<file path="src/rtl/online_pkg.sv">
// Shared definitions for the online arithmetic datapath: signed-digit encoding,
// derived word widths and the converter FSM state encoding.
package online_pkg;

    localparam logic [1:0] DIG_POS  = 2'b10;
    localparam logic [1:0] DIG_NEG  = 2'b01;
    localparam logic [1:0] DIG_ZERO = 2'b00;

    typedef enum logic [1:0] {
        ST_IDLE = 2'd0,
        ST_CONV = 2'd1,
        ST_DONE = 2'd2
    } otf_state_e;

    // Redundant word: Stage+1 two-bit digits.
    function automatic int WL_IN(input int stage);
        return 2 * (stage + 1);
    endfunction

    // Two's-complement result in Q2.Stage format.
    function automatic int WL_OUT(input int stage);
        return stage + 2;
    endfunction

endpackage

</file>
<file path="src/rtl/online_otf_step.sv">
// One on-the-fly conversion step: appends a signed digit to the Q/QM pair,
// where QM always tracks Q minus one unit in the last place.
module online_otf_step
    import online_pkg::*;
#(
    parameter int WL = 10
) (
    input  logic [WL-1:0] q_i,
    input  logic [WL-1:0] qm_i,
    input  logic [1:0]    digit_i,
    output logic [WL-1:0] q_o,
    output logic [WL-1:0] qm_o
);

    logic [WL-1:0] q2_s;
    logic [WL-1:0] qm2_s;

    assign q2_s  = {q_i[WL-2:0], 1'b0};
    assign qm2_s = {qm_i[WL-2:0], 1'b0};

    // Select the next pair; encodings 00 and 11 both mean a zero digit.
    always_comb begin
        q_o  = q2_s;
        qm_o = qm2_s | WL'(1);
        case (digit_i)
            DIG_POS: begin
                q_o  = q2_s | WL'(1);
                qm_o = q2_s;
            end
            DIG_NEG: begin
                q_o  = qm2_s | WL'(1);
                qm_o = qm2_s;
            end
            default: begin
                q_o  = q2_s;
                qm_o = qm2_s | WL'(1);
            end
        endcase
    end

endmodule

</file>
<file path="src/rtl/online_otf_converter.sv">
// Digit-serial on-the-fly converter: consumes a redundant signed-digit word
// MSD-first, one digit per clock, and presents the two's-complement result.
module online_otf_converter
    import online_pkg::*;
#(
    parameter int Stage = 8
) (
    input  logic                        clk,
    input  logic                        rst,
    input  logic [WL_IN(Stage)-1:0]     din,
    input  logic                        in_valid,
    output logic                        in_ready,
    output logic [WL_OUT(Stage)-1:0]    dout,
    output logic                        out_valid,
    input  logic                        out_ready
);

    localparam int WlIn  = WL_IN(Stage);
    localparam int WlOut = WL_OUT(Stage);
    localparam int CntW  = $clog2(Stage + 1);

    otf_state_e         state_q;
    logic [WlIn-1:0]    sr_q;
    logic [CntW-1:0]    cnt_q;
    logic [WlOut-1:0]   q_q;
    logic [WlOut-1:0]   qm_q;
    logic [WlOut-1:0]   q_d;
    logic [WlOut-1:0]   qm_d;
    logic [1:0]         digit_s;

    assign digit_s = sr_q[WlIn-1 -: 2];
    assign dout    = q_q;

    online_otf_step #(
        .WL (WlOut)
    ) u_step (
        .q_i     (q_q),
        .qm_i    (qm_q),
        .digit_i (digit_s),
        .q_o     (q_d),
        .qm_o    (qm_d)
    );

    // Control FSM with registered handshakes; owns the digit shifter and counter.
    always_ff @(posedge clk) begin
        if (rst) begin
            state_q   <= ST_IDLE;
            in_ready  <= 1'b1;
            out_valid <= 1'b0;
            sr_q      <= '0;
            cnt_q     <= '0;
            q_q       <= '0;
            qm_q      <= '1;
        end else begin
            case (state_q)
                ST_IDLE: begin
                    if (in_valid) begin
                        sr_q     <= din;
                        cnt_q    <= CntW'(Stage);
                        q_q      <= '0;
                        qm_q     <= '1;
                        in_ready <= 1'b0;
                        state_q  <= ST_CONV;
                    end
                end
                ST_CONV: begin
                    q_q   <= q_d;
                    qm_q  <= qm_d;
                    sr_q  <= {sr_q[WlIn-3:0], 2'b00};
                    cnt_q <= cnt_q - CntW'(1);
                    // The digit with cnt==0 is the least significant one.
                    if (cnt_q == '0) begin
                        out_valid <= 1'b1;
                        state_q   <= ST_DONE;
                    end
                end
                ST_DONE: begin
                    if (out_ready) begin
                        out_valid <= 1'b0;
                        in_ready  <= 1'b1;
                        state_q   <= ST_IDLE;
                    end
                end
                default: begin
                    state_q   <= ST_IDLE;
                    in_ready  <= 1'b1;
                    out_valid <= 1'b0;
                end
            endcase
        end
    end

endmodule

</file>
<file path="config.mk">
export PLATFORM = sky130hd
export DESIGN_NAME = online_otf_converter
export DESIGN_NICKNAME = d
export VERILOG_FILES = /design/src/rtl/online_pkg.sv /design/src/rtl/online_otf_step.sv /design/src/rtl/online_otf_converter.sv
export SDC_FILE = /design/constraint.sdc
export NUM_CORES = 1
export LEC_CHECK = 0
export BUFFER_PORTS_ARGS = -buffer_cell sky130_fd_sc_hd__buf_2
export CORE_MARGIN = 2
export CORE_UTILIZATION = 40
export DETAILED_ROUTE_END_ITERATION = 6
export PLACE_DENSITY_LB_ADDON = 0.15
export SLEW_MARGIN = 30
export SYNTH_ARGS = -nofsm -noshare
export SYNTH_HDL_FRONTEND = slang
export SYNTH_SLANG_ARGS = --single-unit
</file>
<file path="constraint.sdc">
create_clock -name clk -period 1.79 [get_ports clk]
set_input_delay 0.0895 -clock clk [delete_from_list [all_inputs] [get_ports clk]]
set_output_delay 0.0895 -clock clk [all_outputs]
set_load 0.01 [all_outputs]
</file>
# Yosys cells after proc, flatten, opt, wreduce, memory -nomap -nowiden
# Index checks and enable logic that the tools add are counted.
dict set report classes {
  n_addsub 1
  eq_ne 7
  n_mux 20
  n_bitwise 2
  reduce_logical 7
}
# cell count
set ops {}
lappend ops {{$pmux W10 S2} 2}
lappend ops {{$pmux W18 S2} 1}
lappend ops {{$pmux W9 S2} 2}
lappend ops {{$mux W18} 1}
lappend ops {{$mux W10} 1}
lappend ops {{$mux W9} 1}
lappend ops {{$reduce_and A3 Y1} 3}
lappend ops {{$pmux W4 S2} 1}
lappend ops {{$mux W2} 3}
lappend ops {{$ne A2 B2 Y1 const B} 3}
lappend ops {{$pmux W1 S3} 2}
lappend ops {{$pmux W2 S3} 1}
lappend ops {{$eq A2 B1 Y1 const B} 2}
lappend ops {{$eq A2 B2 Y1 const B} 2}
lappend ops {{$logic_not A4 Y1} 1}
lappend ops {{$mux W1} 4}
lappend ops {{$mux W4} 1}
lappend ops {{$sub A4 B1 Y4 const B} 1}
lappend ops {{$logic_not A2 Y1} 1}
lappend ops {{$not A1 Y1} 2}
lappend ops {{$reduce_and A2 Y1} 1}
lappend ops {{$reduce_bool A2 Y1} 1}
dict set report totals {
  reg_bits 45
  input_bits 22
  output_inout_bits 12
  elab_cells 44
}

# Logic depth before layout (Yosys ltp)
# Gate-level depths: netlist of the first run.
dict set report depth {
  ltp_word 3
  mapped_depth 6
  depth_no_buf 5
}

# Cells and area by module
# From an unflattened synthesis of the first run, not the netlist that was laid out.
dict set report hier_totals {
  hier_cells 273
  hier_area_um2 2363.5
}
# mod n_inst cells_per_inst area_each_um2 seq_area_each_um2
set modules_own_cells {}
lappend modules_own_cells {online_otf_converter 1 242 2112.0 920.9}
lappend modules_own_cells {online_otf_step 1 31 251.5 0.0}

# Worst setup path after synthesis of the first run
# OpenSTA, ideal clock, no wires.
dict set report synth_path {
  path_type {reg-to-reg}
  startpoint {register sr_q[16]}
  endpoint {register q_q[9] (netlist: dout[9])}
  setup_time_ns 0.123
  t_arrival_ns 1.406
  required_ns 1.667
  path_slack_ns 0.261
  path_stages_with_launch 7
  n_path_buf 1
  period_less_slack_ns 1.529
  path_cell_list {dfxtp_1 > inv_1 > ha_1 > or2_2 > clkbuf_1 > a22oi_1 > o2bb2ai_1}
}
dict set report synth_between {
  elab_chain_cells 3
  elab_cells_between_ends 4
  classes_between {2 x eq/ne; 2 x mux}
}
# element line
set synth_rtl {}
lappend synth_rtl {{from (decl)} online_otf_converter.sv:23} ;# logic [WlIn-1:0] sr_q;
lappend synth_rtl {{from (signal assigned)} online_otf_converter.sv:58} ;# sr_q <= din;
lappend synth_rtl {{from (signal assigned)} online_otf_converter.sv:69} ;# sr_q <= {sr_q[WlIn-3:0], 2'b00};
lappend synth_rtl {{$eq A2 B1 Y1 / $eq A2 B2 Y1 (equally long branches)} online_otf_step.sv:25} ;# case (digit_i)
lappend synth_rtl {{$pmux W10 S2 *} online_otf_step.sv:25}
lappend synth_rtl {{$pmux W10 S2 *} online_otf_converter.sv:55} ;# case (state_q)
lappend synth_rtl {{to (signal assigned)} online_otf_converter.sv:67} ;# q_q <= q_d;
lappend synth_rtl {{to (decl)} online_otf_converter.sv:25} ;# logic [WlOut-1:0] q_q;
# Every way passes the cells marked *; elsewhere a longest branch is shown, timed or not.
# A chain may end at the register's enable or synchronous reset.

# Worst setup path in the final report of the first run
dict set report layout_path {
  startpoint {register sr_q[16]}
  endpoint {register q_q[8] (netlist: dout[8])}
}
# Same word-level chain as after synthesis.

==> results of run 1 <==
sequential cells by signal, indices dropped and copies added (netlist names):
name / count
cnt_q: 4
dout: 10
in_ready: 1
out_valid: 1
qm_q: 9
sr_q: 18
state_q: 2
cell usage in the layout (no fill, tap or decap), types with 2 or more instances in the layout:
cell type	instances
o21ai_0	16
a2bb2oi_1	2
o221a_2	2
nor2b_1	3
dfxtp_1	45
nor2_1	13
nand2_1	3
inv_1	7
o2bb2ai_1	9
buf_4	12
clkbuf_8	6
or2_2	3
o221ai_1	12
or3b_2	8
buf_2	33
clkinv_1	2
o22ai_1	3
a22oi_1	17
or3b_1	5
ha_1	4
nor3_1	9
a21oi_1	28
nand3_1	3
a221oi_1	2
area by class of cell:
| class | instances | area (um^2) | area share |
|---|---|---|---|
| Inverter | 9 | 33.8 | 0.0138 |
| Clock buffer | 7 | 86.3 | 0.0352 |
| Timing Repair Buffer | 45 | 255 | 0.104 |
| Tap cell | 70 | 87.6 | 0.0357 |
| Clock inverter | 1 | 30.0 | 0.0122 |
| Sequential cell | 45 | 901 | 0.367 |
| Multi-Input combinational cell | 156 | 1060 | 0.432 |
logic make-up after synthesis:
| kind of cell | Yosys count | share of synthesized area |
|---|---|---|
| and+or+nand+nor | 54 | 0.160 |
| buffers and inverters | 28 | 0.0572 |
| AOI/OAI and AO/OA | 96 | 0.315 |
| muxes | 2 | 0.0102 |
| adders and majority gates | 4 | 0.0241 |
| DFF | 45 | 0.433 |
report_power, final:
part           switching, mW  internal (mW)  total [mW]
clock                  0.347          0.455       0.802
sequential            0.0954           1.12        1.21
combinational          0.338          0.278       0.616
metal layers:
layer | vias to the layer above | GRT usage
li1 | 932 | -
met1 | 848 | 0.254
met2 | 35 | 0.251
met3 | 5 | 0.0403
met4 | 0 | 0.0655
met5 | - | 0
tightest hold or removal path, stage by stage:
cell and delay (ps):
buf_2 90, nand3_1 70, a21oi_1 50
metrics by stage:
stage,utilization,instance area [um^2],worst slack (ps),std cells
floorplan,-,2080,261,229
global placement,0.460,2340,276,325
detailed placement,0.460,2340,228,325
CTS,0.483,2450,209,333
global route,0.483,2450,110,333
finish,0.483,2450,216,333
final timing paths:
path                                start   endpoint  slack, ps
worst max-delay path             sr_q[16]    dout[8]        220
worst min-delay path               din[0]    sr_q[0]         40
worst max register to register   sr_q[16]    dout[8]        220
worst min register to register  out_valid  out_valid        470
==> impl_metrics.csv, run 1 <==
group,metric,value,unit
clock_tree,insertion_delay,300,ps
global_route,grt_pass1_wl,8230,um
synthesis,synth_area_leaders,"dfxtp_1 43%, a21oi_1 6.7%, a22oi_1 6.1%",
layout,diodes,0,
layout,nNetsFinal,288,
worst_setup_path,crit_cells,5,
synthesis,yosysTopAreaCell,"dfxtp_1",
global_route,grt_max_degree,23,
routing,antenna_left,0,
sta,worst_pin_slew,554,ps
clock_tree,clock_path_buffers,2,
synthesis,synth_edf_count,0,
synthesis,synth.distinct_cells,40,
sta,finalSetupViolCount,0,
synthesis,ys_seq_area_frac,0.433,
clock_tree,htree_levels,2,
routing,wl_per_cell,14.4,um
routing,routed-via-count,1820,
worst_setup_path,crit_arrival,1760,ps
floorplanning,dieArea,0.00579,mm^2
min_path,hold_path_depth,3,
clock_tree,tritoncts,"built",
global_route,antenna_found_initial,0,
sta,slew_headroom,0.630,
worst_setup_path,path_buf_inv,1,
worst_setup_path,slowest_stage,"or2_2",
floorplanning,ios,34,
synthesis,async_reset_ff_frac,0,
clock_tree,cts-buffers-inserted,5,
floorplanning,die_x,76.1,um
worst_setup_path,required,1980,ps
worst_setup_path,end_kind,"flop",
synthesis,synthCells,229,
routing,first_pass_iters,4,
routing,dr_wl_met3,183,um
global_route,grt.overflow.total,0,
placement,io_buffers,33,
routing,wl_met1,2460,um
routing,drt_iter0_drc,146,
worst_setup_path,crit_chain,"inv_1 -> ha_1 -> or2_2 -> a22oi_1 -> o2bb2ai_1",
sta,clock_skew,9.12,ps
synthesis,synth_top_area_frac,0.433,
routing,top_layer_used,"met4",
synthesis,synth_flop_cell,"dfxtp_1",
floorplanning,core_area,0.00507,mm^2
min_path,worstHoldPathType,"primary input to flop",
clock_tree,post-cts-setup-buffers,0,
routing,wirelength,4780,um
sta,rsz0062_at_grt,"false",
power_and_ir_drop,power,2.63,mW
sta,finalSetupTns,0,ps
synthesis,synth_common_cells,"45 x dfxtp_1, 28 x a21oi_1, 17 x a22oi_1",
sta,max_freq,635,MHz
clock_tree,cts_resized,0,
synthesis,yosysWarnings,0,
worst_setup_path,max_stage_delay,390,ps
power_and_ir_drop,powerDensity,1070,mW/mm^2
status,status,"completed",
layout,drive_gt1_frac,0.270,
synthesis,synth_nets,255,
worst_setup_path,start_kind,"flop",
synthesis,ys_ff_latch,45,
worst_setup_path,worstRegToRegCells,5,
floorplanning,rows,26,
placement,dp_hpwl,3220,um
clock_tree,clock_sinks,45,
routing,dr_wl_met2,2070,um
layout,fillCellCount,516,
floorplanning,die_h,76.1,um
sta,layout_min_cycle_time,1570,ps
clock_tree,cts_root_buf,"clkbuf_8",
clock_tree,hold_buffers,0,
worst_setup_path,crit_type,"flop to flop",
sta,period_share,0.880,
worst_setup_path,path_max_fanout,9,
sta,whs,42.8,ps
power_and_ir_drop,peakVddDrop,0.492,mV
synthesis,yosysMostFrequentCell,"dfxtp_1",
global_route,grt_pass1_vias,1669,
synthesis,syn_area,0.00208,mm^2
layout,area_growth,18.0,%
routing,drc,0,
sta,slew_viol_final,0,
worst_setup_path,crit_family,"simple AND/OR/NAND/NOR gates",
power_and_ir_drop,p_leak,0.969,nW
clock_tree,path_clk_slew,90,ps
job,maxCapViolCount,0,
sta,hold_viol,0,
synthesis,postSynthAreaPerCell,9.08,um^2
placement,globalplace.congestion,0.710,
global_route,track_usage,0.175,
floorplanning,start_util,0.410,
routing,vias_per_cell,5.47,
Note: power is estimated with default switching activity, not from simulation.
==> run 2, diff against run 1 <==
Settings changed: CORE_ASPECT_RATIO from default to 1.4, HOLD_SLACK_MARGIN from default to 0.02.
==> impl_metrics.csv, run 2 (synthesis results as in run 1) <==
group,metric,value,unit
worst_setup_path,start_kind,"flop",
worst_setup_path,required,1960,ps
worst_setup_path,end_kind,"flop",
sta,whs,61.6,ps
routing,wl_per_cell,14.4,um
clock_tree,post-cts-setup-buffers,0,
sta,period_share,0.883,
floorplanning,core_area,0.00508,mm^2
sta,finalSetupViolCount,0,
floorplanning,rows,31,
power_and_ir_drop,power,2.42,mW
global_route,track_usage,0.176,
floorplanning,start_util,0.409,
clock_tree,insertion_delay,290,ps
clock_tree,clock_sinks,45,
placement,dpl_cell_area,0.00232,mm^2
power_and_ir_drop,peakVddDrop,0.476,mV
routing,dr_wl_met3,160,um
global_route,antenna_found_initial,0,
global_route,grt.overflow.total,0,
clock_tree,clock_path_buffers,2,
floorplanning,die_h,89.3,um
sta,finalWorstSetupSlack,209,ps
routing,dr_wl_met2,2310,um
layout,nNetsFinal,286,
layout,final_cell_mix,"45 x dfxtp_1, 33 x buf_2, 28 x a21oi_1",
worst_setup_path,max_stage_delay,390,ps
sta,slew_viol_final,0,
sta,hold_viol,0,
clock_tree,cts_root_buf,"clkbuf_8",
layout,layout.cells.non_filler,327,
routing,top_layer_used,"met4",
routing,routed-via-count,1794,
layout,area_growth,15.4,%
placement,place_ws,108,ps
clock_tree,cts-buffers-inserted,5,
worst_setup_path,crit_family,"simple AND/OR/NAND/NOR gates",
sta,max_freq,632,MHz
worst_setup_path,crit_arrival,1750,ps
sta,rsz0062_at_grt,"false",
min_path,worstHoldPathType,"primary input to flop",
worst_setup_path,path_buf_inv,1,
sta,slew_headroom,0.648,
layout,post-route-util,0.472,
clock_tree,hold_buffers,0,
clock_tree,htree_levels,2,
layout,drive_gt1_frac,0.261,
layout,fin_area,0.00240,mm^2
placement,dpl.cell_count,319,
sta,worst_pin_slew,528,ps
placement,io_buffers,33,
clock_tree,tritoncts,"built",
floorplanning,die_x,64.9,um
clock_tree,path_clk_slew,80,ps
placement,globalplace.congestion,0.742,
sta,finalSetupTns,0,ps
clock_tree,cts_resized,0,
routing,wl_met1,2190,um
global_route,grt_pass1_vias,1704,
routing,first_pass_iters,4,
global_route,grt_pass1_wl,7820,um
worst_setup_path,crit_chain,"inv_1 -> ha_1 -> or2_2 -> a22oi_1 -> o2bb2ai_1",
floorplanning,dieArea,0.00580,mm^2
job,maxCapViolCount,0,
routing,wirelength,4710,um
sta,layout_min_cycle_time,1580,ps
worst_setup_path,crit_type,"flop to flop",
routing,antenna_left,0,
floorplanning,ios,34,
power_and_ir_drop,p_leak,0.940,nW
routing,vias_per_cell,5.49,
power_and_ir_drop,powerDensity,1010,mW/mm^2
layout,layout_commonest_cell,"dfxtp_1",
placement,dp_hpwl,3260,um
status,status,"completed",
routing,drc,0,
routing,drt_iter0_drc,61,
worst_setup_path,path_max_fanout,9,
layout,top_register,"sr_q",
worst_setup_path,slowest_stage,"or2_2",
layout,largest_register_ffs,18,
global_route,grt_max_degree,29,
layout,diodes,0,
sta,clock_skew,4.03,ps
## run 2: cell types whose count changed in the layout (fill, tap and decap cells not counted)
cell       change
clkbuf_8       -1
nor2b_2        +1
buf_4          -2
nor2b_1        -1
clkbuf_1       +2
bufinv_16      -1
## run 2: area by class of cell
type | count | area (um^2)
well taps | 66 | 82.6
multi-input cells | 156 | 1060
repair buffers | 43 | 240
clock buffers | 8 | 80.1
inverters | 9 | 33.8
flip-flops and latches | 45 | 901
fillers | 526 | 2680
## run 2: final timing paths
kind,startpoint,end,slack (ps),depth (start not counted)
worst min-delay path,din[1],sr_q[1],60,3
worst max register to register,sr_q[16],dout[7],210,5
worst min register to register,out_valid,out_valid,460,2
worst max-delay path,sr_q[16],dout[7],210,5
## run 2: where the power goes
group | switching, mW | internal, mW | leakage [nW] | total (mW)
Clock | 0.314 | 0.278 | 0.0395 | 0.592
Combinational | 0.330 | 0.274 | 0.530 | 0.603
Sequential | 0.101 | 1.12 | 0.370 | 1.22
## run 2: routing by layer
layer / track usage / vias to the layer above
met5: 0 / -
met1: 0.220 / 827
met4: 0.0638 / 0
li1: - / 930
met2: 0.299 / 33
met3: 0.0365 / 4
## run 2: worst min-delay path, stage by stage
cell,delay (ps)
buf_2,100
nand3_1,60
a21oi_1,50
==> run 3, diff against run 2 <==
Settings changed: CORE_UTILIZATION 40 to 55.
==> impl_metrics.csv, run 3 (synthesis results as in run 1) <==
group,metric,value,unit
status,status,"completed",
layout,area_growth,14.6,%
sta,hold_viol,0,
worst_setup_path,rrSetupSlack,200,ps
worst_setup_path,worstReg2RegStart,"sr_q[16]",
floorplanning,dieArea,0.00429,mm^2
floorplanning,rows,26,
layout,fin_area,0.00238,mm^2
power_and_ir_drop,p_sw_frac,0.307,
layout,largest_register_ffs,18,
clock_tree,post-cts-setup-buffers,0,
sta,layout_min_cycle_time,1590,ps
routing,drc,0,
floorplanning,start_util,0.570,
global_route,grt.overflow.total,0,
layout,drive_gt1_frac,0.269,
sta,rsz0062_at_grt,"false",
clock_tree,clock_path_buffers,2,
worst_setup_path,crit_type,"flop to flop",
worst_setup_path,worstRegToRegCells,5,
worst_setup_path,startpoint,"sr_q[16]",
routing,first_pass_iters,4,
min_path,hold_path_end,"sr_q[0]",
floorplanning,core_area,0.00364,mm^2
sta,slew_headroom,0.673,
clock_tree,cts-buffers-inserted,5,
worst_setup_path,start_kind,"flop",
layout,nNetsFinal,285,
worst_setup_path,required,1970,ps
sta,period_share,0.887,
global_route,grt_max_degree,34,
clock_tree,clock_sinks,45,
clock_tree,cts_root_buf,"clkbuf_8",
routing,drt_iter0_drc,63,
routing,routed-via-count,1847,
power_and_ir_drop,powerDensity,1060,mW/mm^2
routing,vias_per_cell,6.12,
global_route,grt_pass1_vias,1786,
routing,antenna_left,0,
power_and_ir_drop,p_int,1.74,mW
clock_tree,tritoncts,"built",
global_route,grt_pass1_wl,8250,um
power_and_ir_drop,peakVddDrop,0.906,mV
clock_tree,hold_buffers,0,
placement,globalplace.congestion,0.739,
layout,diodes,0,
placement,io_buffers,33,
clock_tree,htree_levels,2,
sta,finalSetupViolCount,0,
min_path,hold_path_startpoint,"din[0]",
layout,top_register,"sr_q",
sta,slew_viol_final,0,
worst_setup_path,crit_arrival,1770,ps
power_and_ir_drop,clockPowerShare,0.273,
routing,wirelength,4710,um
layout,final_cell_mix,"45 x dfxtp_1, 33 x buf_2, 28 x a21oi_1",
layout,layout_commonest_cell,"dfxtp_1",
floorplanning,ios,34,
sta,clock_skew,5.90,ps
floorplanning,die_x,56.0,um
sta,worst_pin_slew,490,ps
power_and_ir_drop,p_leak,0.950,nW
floorplanning,die_h,76.7,um
placement,dp_hpwl,3230,um
global_route,antenna_found_initial,0,
power_and_ir_drop,combPwrFrac,0.241,
clock_tree,insertion_delay,300,ps
min_path,worstHoldPathType,"primary input to flop",
global_route,track_usage,0.237,
placement,dpl_cell_area,0.00228,mm^2
clock_tree,path_clk_slew,80,ps
sta,finalSetupTns,0,ps
worst_setup_path,path_max_fanout,9,
power_and_ir_drop,p_seq_frac,0.486,
job,maxCapViolCount,0,
min_path,hold_path_depth,3,
power_and_ir_drop,power.switching,773,uW
routing,wl_per_cell,15.6,um
sta,max_freq,630,MHz
worst_setup_path,rr_endpoint,"dout[2]",
clock_tree,cts_resized,0,
worst_setup_path,end_kind,"flop",
==> run 3: changes by cell type in the layout (fill, tap and decap cells not counted) <==
cell,delta
buf_4,-1
clkbuf_1,-3
clkbuf_8,+2
clkinv_2,+1
==> run 3: routing by layer <==
layer | track usage | vias up | wire length (um) | share of wire
met1 | 0.289 | 868 | 2080 | 0.44
met2 | 0.407 | 47 | 2380 | 0.50
met5 | 0 | - | 0 | 0
met4 | 0.0762 | 0 | 65 | 0.014
li1 | - | 925 | - | -
met3 | 0.0607 | 7 | 190 | 0.040
==> run 3: power by group through the flow <==
stage          Sequential (mW)  Combinational, mW  Clock, mW
5_1_grt                   1.24              0.687      0.740
6_report                  1.22              0.607      0.687
3_3_place_gp              1.24              0.592          0
2_1_floorplan             1.22              0.461          0
4_1_cts                   1.22              0.608      0.699
3_5_place_dp              1.24              0.607          0
==> run 3: final cells by class <==
class                      count  area, um^2
inverter                       9        33.8
tap                           42        52.6
timing repair buffer          42         233
clock buffer                   7        96.3
fill                         328        1260
sequential                    45         901
multi-input combinational    156        1060
clock inverter                 1        5.00
==> run 3: metrics by stage <==
step	total power [mW]	hold WS, ps	util	setup slack, ps	cells
global placement	1.83	370	0.625	201	294
global route	2.67	58.3	0.654	84.4	302
finish	2.52	52.0	0.654	203	302
detailed placement	1.85	374	0.625	150	294
CTS	2.53	51.0	0.653	129	302
floorplan	1.68	253	-	261	229
==> run 3: how the worst max path moves through the flow <==
stage	end	slack, ps	cells after the start
6_report	dout[2]	200	5
2_1_floorplan	dout[9]	260	6
5_1_grt	dout[2]	80	5
3_5_place_dp	dout[2]	150	5
3_3_place_gp	dout[2]	200	5
4_1_cts	dout[7]	130	5
==> run 3: worst max-delay path, stage by stage (launching register included) <==
cell and delay [ps]:
dfxtp_1 340, inv_1 60, ha_1 360, or2_2 390, a22oi_1 230, o2bb2ai_1 90
